<file path="src/rtl/fifo_stream_reader.sv">
// fifo_stream_reader: pops a 64x8 synchronous FIFO and presents its bytes as a registered valid/ready stream
module fifo_stream_reader #(
  parameter int BUF_DEPTH = 2,
  parameter int CNT_W = 16
) (
  input  logic             clk,
  input  logic             rst,
  input  logic             en,
  input  logic             buf_empty,
  input  logic [7:0]       buf_out,
  output logic             rd_en,
  output logic [7:0]       m_data,
  output logic             m_valid,
  input  logic             m_ready,
  output logic [CNT_W-1:0] bytes_sent,
  output logic             busy
);
  logic [7:0] mem [BUF_DEPTH];
  logic [1:0] occ, occ_next;
  logic       inflight, wr_ptr, rd_ptr, rd_ptr_next, pop;
  logic [7:0] head_next;
  assign pop  = m_valid && m_ready;
  assign busy = (occ != 2'd0) || inflight;
  always_comb begin
    occ_next    = occ + {1'b0, inflight} - {1'b0, pop};
    rd_ptr_next = rd_ptr ^ pop;
    // a byte landing in an otherwise empty buffer becomes the head directly
    head_next   = (inflight && wr_ptr == rd_ptr_next) ? buf_out : mem[rd_ptr_next];
    rd_en       = en && !buf_empty && !rst && (occ_next < 2'd2);
  end
  always_ff @(posedge clk) begin
    if (rst) begin
      occ        <= 2'd0;
      inflight   <= 1'b0;
      wr_ptr     <= 1'b0;
      rd_ptr     <= 1'b0;
      m_data     <= 8'h00;
      m_valid    <= 1'b0;
      bytes_sent <= '0;
    end else begin
      occ      <= occ_next;
      inflight <= rd_en;
      rd_ptr   <= rd_ptr_next;
      m_valid  <= occ_next != 2'd0;
      if (inflight) begin
        mem[wr_ptr] <= buf_out;
        wr_ptr      <= ~wr_ptr;
      end
      if (occ_next != 2'd0) m_data <= head_next;
      if (pop) bytes_sent <= bytes_sent + 1'b1;
    end
  end
endmodule

</file>
<file path="config.mk">
export PLATFORM = sky130hd
export DESIGN_NAME = fifo_stream_reader
export DESIGN_NICKNAME = d
export VERILOG_FILES = /design/src/rtl/fifo_stream_reader.sv
export SDC_FILE = /design/constraint.sdc
export NUM_CORES = 1
export LEC_CHECK = 0
export BUFFER_PORTS_ARGS = -buffer_cell sky130_fd_sc_hd__buf_2
export CELL_PAD_IN_SITES_DETAIL_PLACEMENT = 1
export CELL_PAD_IN_SITES_GLOBAL_PLACEMENT = 1
export CORE_MARGIN = 4
export CORE_UTILIZATION = 40
export CTS_BUF_LIST = sky130_fd_sc_hd__clkbuf_4 sky130_fd_sc_hd__clkbuf_8 sky130_fd_sc_hd__clkbuf_16
export CTS_CLUSTER_SIZE = 10
export DETAILED_ROUTE_END_ITERATION = 8
export GPL_TIMING_DRIVEN = 0
export PLACE_DENSITY_LB_ADDON = 0.1
export SLEW_MARGIN = 0
export SYNTH_ARGS = -nofsm -noshare
export SYNTH_HDL_FRONTEND = slang
export SYNTH_SLANG_ARGS = --single-unit
export TNS_END_PERCENT = 20
</file>
<file path="constraint.sdc">
create_clock -name clk -period 2.3 [get_ports clk]
set_input_delay 0.345 -clock clk [delete_from_list [all_inputs] [get_ports clk]]
set_output_delay 0.345 -clock clk [all_outputs]
set_load 0.05 [all_outputs]
</file>
# == Yosys cells after proc, flatten, opt, wreduce, memory -nomap -nowiden ==
# Memory sizes are Yosys's and may differ from the RTL's. A register that Yosys moved wholly into a read port is not among the register bits.
# Index checks and enable logic that the tools add are counted.
# word_totals
ff_bits,22
ramBits,16
out_inout_bits,27
memories,1
# classes
add_sub_neg,3
n_lt_le_gt_ge,1
n_mux,3
bitwise_logic,2
reduce_logical,9
# mem_list
name,words,word_bits,read_ports,rd_ports_with_merged_regs,wr,line_no,text
mem,2,8,1,1,1,18,logic [7:0] mem [BUF_DEPTH];
# ops
op,count
"adder 16 x 1 -> 16 bit, second input constant",1
logical AND 1 bit,4
nonzero test 2 bit,2
2-to-1 mux 1 bit,3
adder 2 x 1 -> 2 bit,1
logical NOT 1 bit,2
"less-than comparator 2 bit, second input constant",1
subtractor 2 x 1 -> 2 bit,1
logical OR 1 bit,1
inverter 1 bit,1
XOR 1 bit,1

# == Longest topological paths before layout ==
# logic_depth
word_depth,4
depth_mapped,11

# == Least setup slack after synthesis ==
# No wires, ideal clock.
# synth_path
path_kind,flip-flop to output port
from,reg m_valid
to,out rd_en
arrival_time_ns,3.354
required_ns,1.955
slack_ns,-1.399
path_stages_with_launch,10
n_path_buf,1
path_cell_list,dfxtp_1 > buf_6 > nand2_1 > inv_1 > ha_1 > inv_1 > ha_1 > xnor2_1 > xnor2_1 > nor4b_1
# synth_via
elab_chain_len,4
# synth_lines
element,line_no,text
"start, declared",13,"output logic m_valid,"
"start signal, assigned",38,m_valid <= 1'b0;
"start signal, assigned",44,m_valid <= occ_next != 2'd0;
logical AND 1 bit,22,assign pop = m_valid && m_ready;
named net pop,20,"logic inflight, wr_ptr, rd_ptr, rd_ptr_next, pop;"
subtractor 2 x 1 -> 2 bit,25,"occ_next = occ + {1'b0, inflight} - {1'b0, pop};"
less-than comparator 2 bit,29,rd_en = en && !buf_empty && !rst && (occ_next < 2'd2);
logical AND 1 bit,29,
"end, declared",11,"output logic rd_en,"
# The timed path passes the listed nets, and every way through them passes these cells.

# == Final worst setup path ==
# Same ends and word-level chain as after synthesis.

==> flow_summary.ini <==
[grt]
grt_pass1_vias = 1741
antenna_found_initial = 0
grt_first_pass_wirelength_mm = 8.44
grt_max_degree = 18
grt_usage_pct = 16.8
grt_overflow_total = 0

[worst_setup_path]
path_cells = nand2_4 > inv_4 > ha_4 > inv_2 > ha_4 > xnor2_4 > xnor2_2 > nor4b_4 > buf_6
worstPathRequired_ns = 1.96
critical_path_class = flip-flop to primary output
cpPeakStageDelay_ns = 0.37
slowest_stage = dfxtp_4
cp_data_arrival_time_ns = 1.94
cp_common_cell = ha_4
cp-end-kind = primary output
critPathMaxFanout = 2
cp-start-kind = flip-flop

[synthesis]
synth_edf_count = 16
synth_top_cell_area_share_pct = 28.3
synthCells = 186
async_reset_ff_share_pct = 0
ys_ff_latch = 46
syn_area_sq_mm = 0.00212
yosysTopAreaCell = dfxtp_1
ys_types = 41
yosysMostFrequentCell = dfxtp_1
synth_fp_nets = 202
yosys-top-cells-area = dfxtp_1 28%, edfxtp_1 23%, nand3_1 4.7%
synth_area_per_cell_sq_um = 11.4
ys_top_cells_by_count = 30 x dfxtp_1, 20 x nand3_1, 16 x edfxtp_1
yosysSeqAreaShare_pct = 50.9
ys_warn_count = 0
synth-main-ff-cell = dfxtp_1

[placed_design]
gp_congestion = 0.773
dp_hpwl_mm = 3.65
portBuffers = 38
dp.cells = 294
place_ws_ns = 0.0117

[sta]
skew_ns = 0.00537
fmax_ghz = 0.437
final_max_slew_viol_count = 0
hold_viol = 0
fin_ws_ns = 0.0101
rsz0062_at_grt = yes
setup_violations = 0
tightest_slew_ns = 0.621
min_period_over_period_pct = 99.6
min_period_ns = 2.29
fin_tns_setup_ns = 0
slew_headroom_pct = 58.5

[route]
drtIter0Drc = 76
drc = 0
wl_mm = 5.06
post_drt_wl_per_cell_microns = 16.6
ant_nets = 0
first_pass_iters = 4
vias_per_cell = 5.30
vias = 1618

[finish]
layout.nets = 250
seq_area_sq_mm = 0.00109
final_util_pct = 50.7
syn_to_final_growth_pct = 22.8
fillers = 605
antennaDiodeCount = 0
finalNonFillerCells = 305
drive_gt1_share_pct = 37.9
multiInputGateArea_sq_mm = 0.00101

[cts]
clk_latency_ns = 0.30
cts_tree = yes
clock_path_buffers = 2
root_buffer = clkbuf_8
clk_pin_slew_ns = 0.09
cts_buffers = 5
ctsHtreeMaxLevel = 2
clock_sinks = 46

[floorplanning]
coreArea_sq_mm = 0.00514
fp-row-count = 26
start_util_pct = 41.3
fp.dieW_microns = 80.9
die_h_microns = 80.9
ios = 40
dieArea_sq_mm = 0.00654

[power]
leakagePower_nw = 1.04
ir_drop_mv = 0.393
power_density_mw_per_mm2 = 1030

[worst_hold_path]
hold_class = input pin to flip-flop

[run_status]
status = finished, final reports clean

[flow_run]
maxCapViolations = 0
power by group:
group          switching (mW)  leakage [nW]  internal (mW)  total (mW)
Combinational           0.730         0.605          0.399        1.13
Sequential             0.0844         0.389          0.962        1.05
Clock                   0.283        0.0447          0.219       0.502
metal layers:
metal | vias up | routed length, microns | track usage (%)
li1 | 783 | - | -
met1 | 801 | 2100 | 18.3
met2 | 30 | 2750 | 32.8
met3 | 4 | 164 | 3.44
met4 | 0 | 48 | 3.55
met5 | - | 0 | 0
sequential cells by signal, summed over array words and instances (netlist names):
name and flops:
bytes_sent 16, inflight 1, m_data 8, m_valid 1
mem 16, occ 2, rd_ptr 1, wr_ptr 1
critical path, delay by kind of cell (launching register included):
kind	cells	cell delay (ns)
adder cells (fa/ha/maj)	2	0.41
XOR/XNOR	2	0.30
AND/OR/NAND/NOR	2	0.31
buffers and inverters	3	0.27
flip-flops	1	0.37
cell families (layout without fill, tap and decap cells):
logic type	after synthesis	after routing	share of synthesized area (%)
AOI/OAI and AO/OA	36	36	14.0
buffers and inverters	15	64	5.48
xor gates and xnor gates	12	12	4.95
DFF	46	46	50.9
muxes	3	3	1.59
adders and majority gates	3	3	1.77
and+or+nand+nor	71	71	21.3
per-stage QoR:
stage                     total power [mW]  hold WS [ns]  area [sq um]
after floorplan                       1.89         0.422          2200
after global routing                  2.82         0.234          2610
after CTS                             2.70         0.236          2600
after detailed placement              2.14         0.454          2470
final                                 2.68         0.250          2610
after global placement                2.10         0.442          2470
cells in the final DEF, fill, tap and decap left out, types with 6 or more instances in the layout:
cell type | synthesis | final
a21o_2 | 6 | 6
a32o_1 | 8 | 8
buf_2 | 0 | 37
buf_6 | 8 | 8
dfxtp_1 | 30 | 28
edfxtp_1 | 16 | 16
nand3_1 | 20 | 20
nor2_1 | 14 | 14
o22ai_1 | 8 | 8
xor2_1 | 7 | 7
path summary, 6_finish.rpt:
kind                            startpoint   endpoint  slack, ns  depth (start not counted)
worst max-delay path               m_valid      rd_en       0.01                          9
worst min-delay path            buf_out[6]  mem[0][6]       0.25                          1
worst max register to register     m_valid  m_data[7]       0.12                         12
worst min register to register   m_data[6]  m_data[6]       0.47                          1
timing repair:
item	CTS	global route
endpoints found under the setup margin	1	9
pin swaps	4	3
buffers inserted	4	0
hold buffers	0	0
cloned	0	0
resized for setup	4	1
final cells by class:
cell class | instances | share of cell area (%)
multi-input combinational | 125 | 38.6
inverter | 5 | 0.816
sequential | 46 | 41.7
clock buffer | 5 | 2.64
clock inverter | 3 | 0.960
tap | 70 | 3.36
timing repair buffer | 42 | 8.69
buffer | 9 | 3.31
Power figures use the tool's default switching activity.
